$ cat src/rtl/trena_rx_medida_pkg.sv
// ---------------------------------------------------------------------------
// trena_rx_medida_pkg
// Shared definitions for the trena measurement receiver.
//   - Default bit timing (50 MHz clock, 115200 baud). The trena transmitter
//     uses the same defaults.
//   - ASCII codes that the frame parser recognises.
//   - Receiver FSM state encoding. The numeric codes are also the value
//     shown on db_estado.
//   - eh_digito(): true when a 7-bit character is in the range '0'..'9'.
// ---------------------------------------------------------------------------
package trena_rx_medida_pkg;

  localparam int CICLOS_BIT_PADRAO = 434;
  localparam int MEIO_BIT_PADRAO   = 217;

  localparam logic [6:0] ASCII_ZERO = 7'h30;
  localparam logic [6:0] ASCII_NOVE = 7'h39;
  localparam logic [6:0] ASCII_HASH = 7'h23;

  typedef enum logic [3:0] {
    INICIAL        = 4'd0,
    ESPERA         = 4'd1,
    CONFIRMA_START = 4'd2,
    DADOS          = 4'd3,
    PARIDADE       = 4'd4,
    STOP           = 4'd5,
    ENTREGA        = 4'd6
  } estado_rx_t;

  function automatic logic eh_digito(input logic [6:0] c);
    return (c >= ASCII_ZERO) && (c <= ASCII_NOVE);
  endfunction

endpackage

$ cat src/rtl/trena_rx_medida_rx_serial.sv
// ---------------------------------------------------------------------------
// rx_serial_7e1
// Character receiver for the 7E1 serial format: 1 start bit, 7 data bits
// sent LSB first, 1 even-parity bit and 1 stop bit.
// The line passes through a 2-flop synchroniser. A single counter times
// both the half-bit delay to the middle of the start bit and the full-bit
// intervals between later samples.
// Ports:
//   clock, reset    system clock, synchronous active-high reset
//   entrada_serial  asynchronous serial line, idle high
//   dado[6:0]       last character received, valid while dado_pronto = 1
//   dado_pronto     high for one cycle (state ENTREGA) when a good
//                   character has arrived
//   erro_paridade   one-cycle pulse in the cycle after a stop sample with
//                   bad parity
//   erro_stop       one-cycle pulse in the cycle after a stop sample of 0
//   recebendo       high while a character is in progress (states 2..5)
//   estado[3:0]     current FSM state code
// ---------------------------------------------------------------------------
module rx_serial_7e1
  import trena_rx_medida_pkg::*;
#(
  parameter int CICLOS_BIT = CICLOS_BIT_PADRAO,
  parameter int MEIO_BIT   = MEIO_BIT_PADRAO
) (
  input  logic       clock,
  input  logic       reset,
  input  logic       entrada_serial,
  output logic [6:0] dado,
  output logic       dado_pronto,
  output logic       erro_paridade,
  output logic       erro_stop,
  output logic       recebendo,
  output logic [3:0] estado
);

  localparam int CW = (CICLOS_BIT > 2) ? $clog2(CICLOS_BIT) : 1;
  localparam logic [CW-1:0] LIM_BIT  = CW'(CICLOS_BIT - 1);
  localparam logic [CW-1:0] LIM_MEIO = CW'(MEIO_BIT - 1);

  logic [1:0]    r_sync;
  estado_rx_t    r_estado;
  logic [CW-1:0] r_cnt;
  logic [2:0]    r_nbits;
  logic [6:0]    r_dado;
  logic          r_par;
  logic          r_dado_pronto;
  logic          r_erro_paridade;
  logic          r_erro_stop;
  logic          w_linha;

  assign w_linha = r_sync[1];

  // Both synchroniser flops reset to 0, so after reset the FSM does not
  // leave INICIAL until it has really seen the line high.
  always_ff @(posedge clock) begin
    if (reset) begin
      r_sync          <= 2'b00;
      r_estado        <= INICIAL;
      r_cnt           <= '0;
      r_nbits         <= '0;
      r_dado          <= '0;
      r_par           <= 1'b0;
      r_dado_pronto   <= 1'b0;
      r_erro_paridade <= 1'b0;
      r_erro_stop     <= 1'b0;
    end else begin
      r_sync          <= {r_sync[0], entrada_serial};
      r_dado_pronto   <= 1'b0;
      r_erro_paridade <= 1'b0;
      r_erro_stop     <= 1'b0;
      case (r_estado)
        INICIAL: begin
          if (w_linha) r_estado <= ESPERA;
        end
        ESPERA: begin
          // In ESPERA the line has already been seen high, so a low level
          // means a falling edge.
          if (!w_linha) begin
            r_cnt    <= '0;
            r_estado <= CONFIRMA_START;
          end
        end
        CONFIRMA_START: begin
          if (r_cnt == LIM_MEIO) begin
            r_cnt   <= '0;
            r_nbits <= '0;
            // High at mid-start: the low pulse was a glitch.
            r_estado <= w_linha ? ESPERA : DADOS;
          end else begin
            r_cnt <= r_cnt + 1'b1;
          end
        end
        DADOS: begin
          if (r_cnt == LIM_BIT) begin
            r_cnt  <= '0;
            r_dado <= {w_linha, r_dado[6:1]};
            if (r_nbits == 3'd6) r_estado <= PARIDADE;
            else                 r_nbits  <= r_nbits + 1'b1;
          end else begin
            r_cnt <= r_cnt + 1'b1;
          end
        end
        PARIDADE: begin
          if (r_cnt == LIM_BIT) begin
            r_cnt    <= '0;
            r_par    <= w_linha;
            r_estado <= STOP;
          end else begin
            r_cnt <= r_cnt + 1'b1;
          end
        end
        STOP: begin
          if (r_cnt == LIM_BIT) begin
            r_cnt <= '0;
            // A framing error takes priority. Returning to INICIAL makes
            // the receiver wait for the line to go high before it re-arms.
            if (!w_linha) begin
              r_erro_stop <= 1'b1;
              r_estado    <= INICIAL;
            end else if (^{r_dado, r_par}) begin
              r_erro_paridade <= 1'b1;
              r_estado        <= ESPERA;
            end else begin
              r_dado_pronto <= 1'b1;
              r_estado      <= ENTREGA;
            end
          end else begin
            r_cnt <= r_cnt + 1'b1;
          end
        end
        ENTREGA: begin
          r_estado <= ESPERA;
        end
        default: begin
          r_estado <= INICIAL;
        end
      endcase
    end
  end

  assign dado          = r_dado;
  assign dado_pronto   = r_dado_pronto;
  assign erro_paridade = r_erro_paridade;
  assign erro_stop     = r_erro_stop;
  assign estado        = r_estado;
  assign recebendo     = (r_estado == CONFIRMA_START) || (r_estado == DADOS) ||
                         (r_estado == PARIDADE)       || (r_estado == STOP);

endmodule

$ cat src/rtl/trena_rx_medida.sv
// ---------------------------------------------------------------------------
// trena_rx_medida
// Receives the trena measurement frames "DDD#" from the serial line and
// presents the three digits as 12-bit BCD.
// Ports:
//   clock, reset    system clock, synchronous active-high reset
//   entrada_serial  asynchronous serial line, idle high
//   medida[11:0]    last valid measurement: [11:8] hundreds, [7:4] tens,
//                   [3:0] units
//   pronto          one-cycle pulse in the cycle medida is updated
//   erro            one-cycle pulse on any rejected character or frame
//   db_recebendo    high while a character is being received
//   db_estado[3:0]  receiver FSM state code
// ---------------------------------------------------------------------------
module trena_rx_medida
  import trena_rx_medida_pkg::*;
#(
  parameter int CICLOS_BIT = CICLOS_BIT_PADRAO,
  parameter int MEIO_BIT   = MEIO_BIT_PADRAO
) (
  input  logic        clock,
  input  logic        reset,
  input  logic        entrada_serial,
  output logic [11:0] medida,
  output logic        pronto,
  output logic        erro,
  output logic        db_recebendo,
  output logic [3:0]  db_estado
);

  logic [6:0]  w_dado;
  logic        w_dado_pronto;
  logic        w_erro_paridade;
  logic        w_erro_stop;
  logic        w_erro_rx;

  logic [1:0]  r_indice;
  logic [3:0]  r_centena;
  logic [3:0]  r_dezena;
  logic [3:0]  r_unidade;
  logic [11:0] r_medida;
  logic        r_pronto;
  logic        r_erro_quadro;

  rx_serial_7e1 #(
    .CICLOS_BIT (CICLOS_BIT),
    .MEIO_BIT   (MEIO_BIT)
  ) u_rx (
    .clock          (clock),
    .reset          (reset),
    .entrada_serial (entrada_serial),
    .dado           (w_dado),
    .dado_pronto    (w_dado_pronto),
    .erro_paridade  (w_erro_paridade),
    .erro_stop      (w_erro_stop),
    .recebendo      (db_recebendo),
    .estado         (db_estado)
  );

  assign w_erro_rx = w_erro_paridade | w_erro_stop;

  // Frame parser. r_indice is the position of the next expected character:
  // 0..2 are digits, 3 is the '#' terminator. A character error from the
  // receiver also abandons the partial frame.
  always_ff @(posedge clock) begin
    if (reset) begin
      r_indice      <= 2'd0;
      r_centena     <= 4'h0;
      r_dezena      <= 4'h0;
      r_unidade     <= 4'h0;
      r_medida      <= 12'h000;
      r_pronto      <= 1'b0;
      r_erro_quadro <= 1'b0;
    end else begin
      r_pronto      <= 1'b0;
      r_erro_quadro <= 1'b0;
      if (w_erro_rx) begin
        r_indice <= 2'd0;
      end else if (w_dado_pronto) begin
        if (r_indice == 2'd3) begin
          if (w_dado == ASCII_HASH) begin
            r_medida <= {r_centena, r_dezena, r_unidade};
            r_pronto <= 1'b1;
          end else begin
            r_erro_quadro <= 1'b1;
          end
          r_indice <= 2'd0;
        end else if (eh_digito(w_dado)) begin
          case (r_indice)
            2'd0:    r_centena <= w_dado[3:0];
            2'd1:    r_dezena  <= w_dado[3:0];
            default: r_unidade <= w_dado[3:0];
          endcase
          r_indice <= r_indice + 2'd1;
        end else if ((w_dado == ASCII_HASH) && (r_indice == 2'd0)) begin
          // A stray '#' between frames resynchronises the parser and is
          // not an error.
          r_indice <= 2'd0;
        end else begin
          r_erro_quadro <= 1'b1;
          r_indice      <= 2'd0;
        end
      end
    end
  end

  // Receiver errors come one cycle after the stop sample and parser errors
  // one cycle after ENTREGA. They can never coincide, so erro stays a
  // single-cycle pulse.
  assign erro   = r_erro_quadro | w_erro_rx;
  assign pronto = r_pronto;
  assign medida = r_medida;

endmodule

$ cat config.mk
export PLATFORM = sky130hd
export DESIGN_NAME = trena_rx_medida
export DESIGN_NICKNAME = d
export VERILOG_FILES = /design/src/rtl/trena_rx_medida_pkg.sv /design/src/rtl/trena_rx_medida_rx_serial.sv /design/src/rtl/trena_rx_medida.sv
export SDC_FILE = /design/constraint.sdc
export NUM_CORES = 1
export LEC_CHECK = 0
export ABC_AREA = 1
export BUFFER_PORTS_ARGS = -buffer_cell sky130_fd_sc_hd__buf_2
export CORE_ASPECT_RATIO = 1.25
export CORE_MARGIN = 2
export CORE_UTILIZATION = 64
export CTS_CLUSTER_DIAMETER = 40
export DETAILED_ROUTE_END_ITERATION = 10
export PLACE_DENSITY = 0.84
export SYNTH_ARGS = -nofsm -noshare
export SYNTH_HDL_FRONTEND = slang
export SYNTH_SLANG_ARGS = --single-unit
$ cat constraint.sdc
create_clock -name clock -period 3.78 [get_ports clock]
set_input_delay 0.378 -clock clock [delete_from_list [all_inputs] [get_ports clock]]
set_output_delay 0.378 -clock clock [all_outputs]
set_load 0.01 [all_outputs]
==> out/results.ini <==
[run_status]
outcome=finished, final reports clean

[pwr]
internal_power_w=0.000888
switching_share_pct=31.8
powerDensity_nw_per_um2=413
totalPowerFinal_w=0.00130
power_frac_seq_pct=48.8
power_switching_w=0.000414
p_clk_share_pct=29.8
p_leak_nw=1.57
ir_drop_uv=311
comb_power_share_pct=21.3

[floorplanning]
placementRows=27
core_area_um2=4430
die_w_um=64.6
die_h_um=79.8
die_area_um2=5150
ios=22
initial_core_util_pct=66.4

[placed_design]
place_inst=496
place_ws_ps=1900
globalplace.congestion=0.863
portBuffers=20
dpl.hpwl_um=4200

[timing]
max-slew-margin-rel_pct=27.5
period_needed_ps=1870
fmax_ghz=0.535
maxSlewViolCount=0
fin_tns_setup_ps=0
worst_slack_ps=1910
rsz0062_at_grt=no
hold_viol_final=0
worstMarginPinSlew_ps=1090
min_period_over_period_pct=49.5
setup_viol=0
finalClockSkew_ps=5.00

[clock_network]
cts_tree=yes
cts.sinks=56
ctsHoldBuffers=0
clk_pin_slew_worst_paths_ps=90
clkLatencyLatePin_ps=310
cts_resized=0
cts_setup_buffers=0
clock_path_buffers=2
cts-root-buf=clkbuf_8
htreeDepth=2
numCtsBuffers=5

[worst_setup_path]
endpoint=db_recebendo
end_kind=primary output
rr_startpoint=u_rx.dado[3]
cp-startpoint=u_rx.estado[0]
cp-start-kind=flip-flop
path_class=reg -> out
timing.rr.end=medida[4]
rrSetupSlack_ps=2000
arrival_ps=1490
r2r_cells=7
required_ps=3400
cp_max_fo=9

[global_route]
grt_pass1_wl_um=9970
grt_pass1_vias=2383
grt.total_usage_pct=24.2
grt_overflow_total=0
grt_max_degree=40
antenna_found_initial=0

[detailed_routing]
wl_per_cell_um=11.5
antenna_left=0
drc=0
firstDrtPassIters=5
totalWireLength_um=5790
avgViaCountPerCell=5.17
via_count=2604
dr.first_iter.drc_count=170

[synth]
ys.flop_type=dfxtp_1
ys_seq_area_share_pct=38.2
syn_area_per_cell_um2=6.82
synth_edf_count=0
yosysUniqueCellTypes=32
synthCells=431
synth_warnings=0
synthesis.area_um2=2940
synth-seq-cells=56
synthesis.nets=447
synth-async-reset-ratio_pct=0

[final_layout]
nNetsFinal=461
area_growth_pct=7.28
final_common_cell=nand2_1
final_cell_mix=100 x nand2_1, 58 x inv_1, 56 x dfxtp_1, 55 x nor2_1, 31 x a21oi_1
antenna-diode-count=0
drive_gt1_share_pct=13.9
final_cells=504

[min_path]
hp-class=in -> reg

[flow_run]
max_cap_violations=0

==> critical path, cell delays in order, from the launching register on <==
cell      delay [ps]
dfxtp_1          530
nor2_2            80
nand2_2          100
clkinv_2         130
nor2_4           160
inv_1             50
buf_2            130
==> routing by layer <==
layer,part of all wire (%),GRT usage [%]
met5,0,0
met4,1.4,8.09
met3,2.8,3.39
met2,53,46.4
met1,43,27.0
==> cell type report <==
type / count / area, um^2
Clock buffer: 5 / 68.8
Clock inverter: 3 / 42.5
Fill cell: 360 / 1270
Inverter: 65 / 245
Multi-Input combinational cell: 297 / 1500
Sequential cell: 56 / 1120
Tap cell: 58 / 72.6
Timing Repair Buffer: 20 / 100
==> power groups by stage <==
| stage | sequential (W) | combinational [W] | clock [W] |
|---|---|---|---|
| global placement | 0.000648 | 0.000273 | 0 |
| global route | 0.000639 | 0.000312 | 0.000425 |
| CTS | 0.000635 | 0.000277 | 0.000400 |
| finish | 0.000636 | 0.000278 | 0.000388 |
| detailed placement | 0.000648 | 0.000275 | 0 |
| floorplan | 0.000640 | 0.000219 | 0 |
==> how the worst min path moves through the flow <==
| stage | slack, ps | cells past startpoint | end | startpoint |
|---|---|---|---|---|
| after floorplan | 390 | 2 | u_rx.r_sync[1] | u_rx.r_sync[0] |
| after global placement | 390 | 2 | u_rx.r_sync[1] | u_rx.r_sync[0] |
| after detailed placement | 400 | 2 | u_rx.r_sync[1] | u_rx.r_sync[0] |
| after CTS | 260 | 3 | u_rx.r_sync[0] | entrada_serial |
| after global routing | 290 | 3 | u_rx.r_sync[0] | entrada_serial |
| final | 260 | 3 | u_rx.r_sync[0] | entrada_serial |
==> cells in the mapped netlist, types with 2 or more instances <==
master | count | area [um^2]
o21ai_0 | 23 | 115
nand2_2 | 8 | 50.1
nand2_1 | 100 | 375
buf_2 | 8 | 40.0
inv_2 | 6 | 22.5
a21oi_1 | 31 | 155
o21ai_2 | 2 | 17.5
ha_1 | 13 | 163
nand3_1 | 28 | 140
o21ai_1 | 3 | 15.0
nor2_1 | 55 | 206
nor2_2 | 6 | 37.5
clkbuf_1 | 3 | 11.3
inv_1 | 58 | 218
xnor2_1 | 3 | 26.3
dfxtp_1 | 56 | 1120
nand3_2 | 5 | 50.1
nand2_4 | 2 | 22.5
nand4_1 | 7 | 43.8
nor3_1 | 2 | 10.0
==> registers in the layout, summed over array words and instances, names as in the netlist, 2 cells and up <==
register      cells
medida           12
u_rx.r_cnt        9
u_rx.dado         7
r_centena         4
r_dezena          4
r_unidade         4
u_rx.estado       3
u_rx.r_nbits      3
r_indice          2
u_rx.r_sync       2
==> metrics by stage <==
stage | instance area [um^2] | utilization, % | hold WS [ps]
2_1_floorplan | 2940 | - | 388
3_3_place_gp | 3040 | 68.7 | 392
3_5_place_dp | 3040 | 68.7 | 400
4_1_cts | 3150 | 71.2 | 260
5_1_grt | 3150 | 71.2 | 288
6_report | 3150 | 71.2 | 265
==> cell families after synthesis <==
| logic type | count (synthesis) | synth area share (%) |
|---|---|---|
| adders and majority gates | 13 | 5.54 |
| and+or+nand+nor | 217 | 33.1 |
| xor gates and xnor gates | 4 | 1.19 |
| DFF | 56 | 38.2 |
| AOI/OAI and AO/OA | 62 | 11.2 |
| other | 1 | 0.128 |
| buffers and inverters | 78 | 10.7 |
(Power assumes the default switching activity.)
